File: src/rtl/mem_bus_arbiter.sv
// Shares the main-memory port between the I-cache and D-cache controllers.
// Each grant owns the port until its burst or write completes, then a one-cycle gap follows.
module mem_bus_arbiter #(
  parameter int ADDR_W = 32,
  parameter int DATA_W = 32,
  parameter int BURST  = 4
) (
  input  logic              clk,
  input  logic              rst_n,
  input  logic              i_req,
  input  logic [ADDR_W-1:0] i_addr,
  output logic              i_grant,
  output logic              i_rvalid,
  output logic [1:0]        i_word,
  output logic              i_done,
  input  logic              d_req,
  input  logic              d_we,
  input  logic [ADDR_W-1:0] d_addr,
  input  logic [DATA_W-1:0] d_wdata,
  output logic              d_grant,
  output logic              d_rvalid,
  output logic [1:0]        d_word,
  output logic              d_done,
  output logic [DATA_W-1:0] rdata,
  output logic              mem_req,
  output logic              mem_we,
  output logic [ADDR_W-1:0] mem_addr,
  output logic [DATA_W-1:0] mem_wdata,
  input  logic [DATA_W-1:0] mem_rdata,
  input  logic              mem_ready
);

  localparam logic [1:0]        LAST_BEAT = 2'(BURST - 1);
  localparam logic [ADDR_W-1:0] LINE_MASK = ~ADDR_W'(15);
  localparam logic [ADDR_W-1:0] WORD_MASK = ~ADDR_W'(3);

  typedef enum logic [2:0] {
    IDLE,
    I_BURST,
    D_BURST,
    D_WRITE,
    GAP
  } state_t;

  state_t            state_q, state_d;
  logic [1:0]        cnt_q, cnt_d;
  logic              last_side_q, last_side_d;
  logic [ADDR_W-1:0] addr_q, addr_d;
  logic              we_q, we_d;
  logic [DATA_W-1:0] wdata_q, wdata_d;
  logic              grant_i, grant_d;

  // last_side: 0 = I was granted most recently, 1 = D
  always_comb begin
    state_d     = state_q;
    cnt_d       = cnt_q;
    last_side_d = last_side_q;
    addr_d      = addr_q;
    we_d        = we_q;
    wdata_d     = wdata_q;
    grant_i     = 1'b0;
    grant_d     = 1'b0;
    i_rvalid    = 1'b0;
    i_word      = 2'd0;
    i_done      = 1'b0;
    d_rvalid    = 1'b0;
    d_word      = 2'd0;
    d_done      = 1'b0;
    rdata       = '0;
    mem_req     = 1'b0;
    mem_we      = 1'b0;
    mem_addr    = '0;
    mem_wdata   = '0;

    case (state_q)
      IDLE: begin
        grant_i = i_req && (!d_req || last_side_q);
        grant_d = d_req && (!i_req || !last_side_q);
        cnt_d   = 2'd0;
        if (grant_i) begin
          state_d     = I_BURST;
          last_side_d = 1'b0;
          addr_d      = i_addr;
        end else if (grant_d) begin
          state_d     = d_we ? D_WRITE : D_BURST;
          last_side_d = 1'b1;
          addr_d      = d_addr;
          we_d        = d_we;
          wdata_d     = d_wdata;
        end
      end

      I_BURST, D_BURST: begin
        mem_req  = 1'b1;
        mem_addr = (addr_q & LINE_MASK) | ADDR_W'({cnt_q, 2'b00});
        if (mem_ready) begin
          rdata = mem_rdata;
          if (state_q == I_BURST) begin
            i_rvalid = 1'b1;
            i_word   = cnt_q;
            i_done   = (cnt_q == LAST_BEAT);
          end else begin
            d_rvalid = 1'b1;
            d_word   = cnt_q;
            d_done   = (cnt_q == LAST_BEAT);
          end
          if (cnt_q == LAST_BEAT) begin
            cnt_d   = 2'd0;
            state_d = GAP;
          end else begin
            cnt_d = cnt_q + 2'd1;
          end
        end
      end

      D_WRITE: begin
        mem_req   = 1'b1;
        mem_we    = we_q;
        mem_addr  = addr_q & WORD_MASK;
        mem_wdata = wdata_q;
        if (mem_ready) begin
          d_done  = 1'b1;
          state_d = GAP;
        end
      end

      GAP: state_d = IDLE;

      default: state_d = IDLE;
    endcase
  end

  // Grants are combinational from the request, so hold them low while reset is asserted
  assign i_grant = grant_i & rst_n;
  assign d_grant = grant_d & rst_n;

  always_ff @(posedge clk or negedge rst_n) begin
    if (!rst_n) begin
      state_q     <= IDLE;
      cnt_q       <= 2'd0;
      last_side_q <= 1'b0;
      addr_q      <= '0;
      we_q        <= 1'b0;
      wdata_q     <= '0;
    end else begin
      state_q     <= state_d;
      cnt_q       <= cnt_d;
      last_side_q <= last_side_d;
      addr_q      <= addr_d;
      we_q        <= we_d;
      wdata_q     <= wdata_d;
    end
  end

endmodule

File: config.mk
export PLATFORM = sky130hd
export DESIGN_NAME = mem_bus_arbiter
export DESIGN_NICKNAME = d
export VERILOG_FILES = /design/src/rtl/mem_bus_arbiter.sv
export SDC_FILE = /design/constraint.sdc
export NUM_CORES = 1
export LEC_CHECK = 0
export BUFFER_PORTS_ARGS = -buffer_cell sky130_fd_sc_hd__buf_2
export CAP_MARGIN = 40
export CORE_MARGIN = 5
export CORE_UTILIZATION = 39
export DETAILED_ROUTE_END_ITERATION = 6
export PLACE_DENSITY_LB_ADDON = 0.2
export SLEW_MARGIN = 20
export SYNTH_ARGS = -nofsm -noshare
export SYNTH_HDL_FRONTEND = slang
export SYNTH_SLANG_ARGS = --single-unit
File: constraint.sdc
create_clock -name clk -period 1.6 [get_ports clk]
set_clock_uncertainty 0.15 [all_clocks]
set_input_delay 0 -clock clk [delete_from_list [all_inputs] [get_ports clk]]
set_output_delay 0 -clock clk [all_outputs]
set_load 0.02 [all_outputs]
==> metrics.cfg <==
[status]
status=finished with violations
violations=setup timing

[grt]
top_usage_layer=met2
grt_pass1_wl_um=21400
grt_use_met1_pct=24.5
gr-total-overflow=0
grtUsageMet3_pct=4.83
met2_usage_pct=43.2
grt_max_degree=34
antenna_found_initial=2
grt_pass1_vias=4340
grt.total_usage_pct=22.8

[sta]
rsz0062_at_grt=true
fmax_mhz=521
fin_ws_ns=-0.318
period_needed_ns=1.92
setup_tns_ns=-37.91
hold_viol=0
holdWs_ns=0.0995
finalCritPeriodShare_pct=120
setup_violations=171
slew_viol_final=0

[clock_tree]
cts_tree=built
numCtsBuffers=9
clock_path_buffers=2
ctsHtreeMaxLevel=3
cts-root-buf=clkbuf_8
clk-insertion-delay-late_ns=0.35
cts.clk_slew.worst_paths_ns=0.08
cts.sinks=69

[yosys]
synthFlopType=dfrtp_1
synthesis.area_um2=3910
synthXorXnorAreaFrac_pct=0.224
synth_top_family_by_area=simple AND/OR/NAND/NOR gates
synthTopCellsByArea=dfrtp_1 (44%), and2_1 (16%), mux2_4 (11%), mux2i_1 (7.7%), a21oi_1 (4.4%)
synth_top_area_share_pct=44.2
synth_edf_count=0
synth-simple-area-share_pct=22.2
synth_mux_area_share_pct=20.5
synth.distinct_cells=33
synth.avg_cell_area_um2=10.6
yosys.area.top_type=dfrtp_1
yosys_warnings=0
synth_compound_area_share_pct=6.82
synth-seq-cells=69
async_flop_share_pct=100
synthAdderAreaFrac_pct=0.577
yosysSeqAreaShare_pct=44.2
syn-instance-count=370

[critical_path]
cp.arrival_ns=1.77
end_kind=primary output
r2r-start=state_q[1]
cp.required_ns=1.45
cp-start-kind=flop
startpoint=state_q[1]
path_max_fanout=5
crit_type=reg -> out

[hold_path]
hp-class=in -> async

[floorplanning]
fp.dieH_um=110
core_um2=9770
die_width_um=110
io_pins=242
die_area_um2=12100
initial_core_util_pct=40.0
rows=36

[power_and_ir_drop]
clockPowerShare_pct=8.7
p_int_mw=10.4
sequentialPowerShare_pct=19.5
power.leakage_nw=4.16
power.density_nw_per_um2=2060
ir_worst_vdd_v=0.00162
p_comb_share_pct=71.8
p_sw_mw=7.14
swShare_pct=40.8

[place]
dp_slack_ns=0.00229
dp.cells=735
dpl.hpwl_um=8550
io_buffers=235
gp_congestion=0.826

[layout]
drive_gt1_share_pct=70.0
final_util_pct=86.7
syn_to_final_growth_pct=117
fin_nets=890
finalNonFillerCells=895
layout_common_cells=buf_6 (132), buf_2 (132), dlygate4sd3_1 (97)

[detailed_routing]
post-route-drc-count=0
ant_nets=0
wl_um=18600
drtIter0Drc=177
drt_pre_antenna_iters=4
vias_per_cell=4.98
routedWlPerCell_um=20.8
num_vias=4458

[flow_run]
cap_violations=0

-- synth_stat cells (2+ instances only) --
| library cell | count |
|---|---|
| nor2_1 | 42 |
| inv_1 | 4 |
| buf_6 | 8 |
| mux2_2 | 7 |
| nor3_1 | 2 |
| buf_2 | 4 |
| a21oi_1 | 34 |
| mux2i_1 | 30 |
| nand2b_1 | 4 |
| nand2_1 | 4 |
| and2_1 | 98 |
| buf_4 | 6 |
| clkbuf_1 | 7 |
| o21ai_0 | 3 |
| dfrtp_1 | 69 |
| mux2_4 | 28 |
| a22oi_1 | 2 |
| clkbuf_2 | 3 |
-- flip-flops by register name, summed over array words and instances (netlist names) --
signal       count
last_side_q      1
cnt_q            2
state_q          3
wdata_q         32
addr_q          30
we_q             1
-- metal layers --
layer | vias up | share of wire [%]
met5 | - | 0
met4 | 0 | 3.0
met3 | 44 | 6.8
met2 | 208 | 56
met1 | 2211 | 34
li1 | 1995 | -
-- power by group through the flow --
| stage | clock, mW | sequential [mW] | combinational [mW] |
|---|---|---|---|
| 2_1_floorplan | 0 | 2.97 | 4.74 |
| 3_3_place_gp | 0 | 3.07 | 6.69 |
| 6_report | 1.53 | 3.41 | 12.6 |
| 3_5_place_dp | 0 | 3.11 | 6.79 |
| 4_1_cts | 1.53 | 3.09 | 8.96 |
| 5_1_grt | 1.62 | 3.49 | 13.1 |
-- final timing paths --
check / to / slack (ns) / cells past startpoint
min reg2reg: wdata_q[18] / 0.37 / 1
max reg2reg: addr_q[10] / -0.26 / 7
min in group clk: addr_q[20] / 0.13 / 4
min: addr_q[15] / 0.1 / 3
max: mem_addr[19] / -0.32 / 7
max in group asynchronous: state_q[1] / 0.81 / 3
-- cell families (layout without fill, tap and decap cells) --
logic type	Yosys count	in the layout
xor gates and xnor gates	1	1
buffers and inverters	32	420
adders and majority gates	2	2
DFF	69	69
AOI/OAI and AO/OA	46	47
and+or+nand+nor	154	154
other	1	4
muxes	65	65
-- through the flow --
stage	area, µm²	power, mW
global placement	5310	9.76
floorplan	3920	7.72
global route	8480	18.2
detailed placement	5310	9.90
finish	8480	17.5
CTS	7270	13.6
-- final cells by class --
cell class / instances / area, µm²
diodes: 2 / 5.00
clock buffers: 11 / 151
clock inverters: 5 / 58.8
fillers: 476 / 1300
inverters: 4 / 18.8
multi-input cells: 271 / 2670
flip-flops and latches: 69 / 1730
well taps: 133 / 166
repair buffers: 400 / 3680
-- timing repair --
item	4_1_cts	5_1_grt
cloned	8	14
hold endpoints to repair	135	0
endpoints found under the setup margin	108	172
pin swaps	11	77
hold buffers	97	0
resized for setup	178	282
setup buffers	12	13
-- worst max-delay path, cell delays in order, from the launching register on --
cell and delay [ns]:
dfrtp_2 0.49, buf_6 0.16, nor2_4 0.13, nor2_4 0.07
buf_6 0.12, buf_6 0.12, and2_1 0.17, buf_2 0.16
Power figures use the tool's default switching activity.
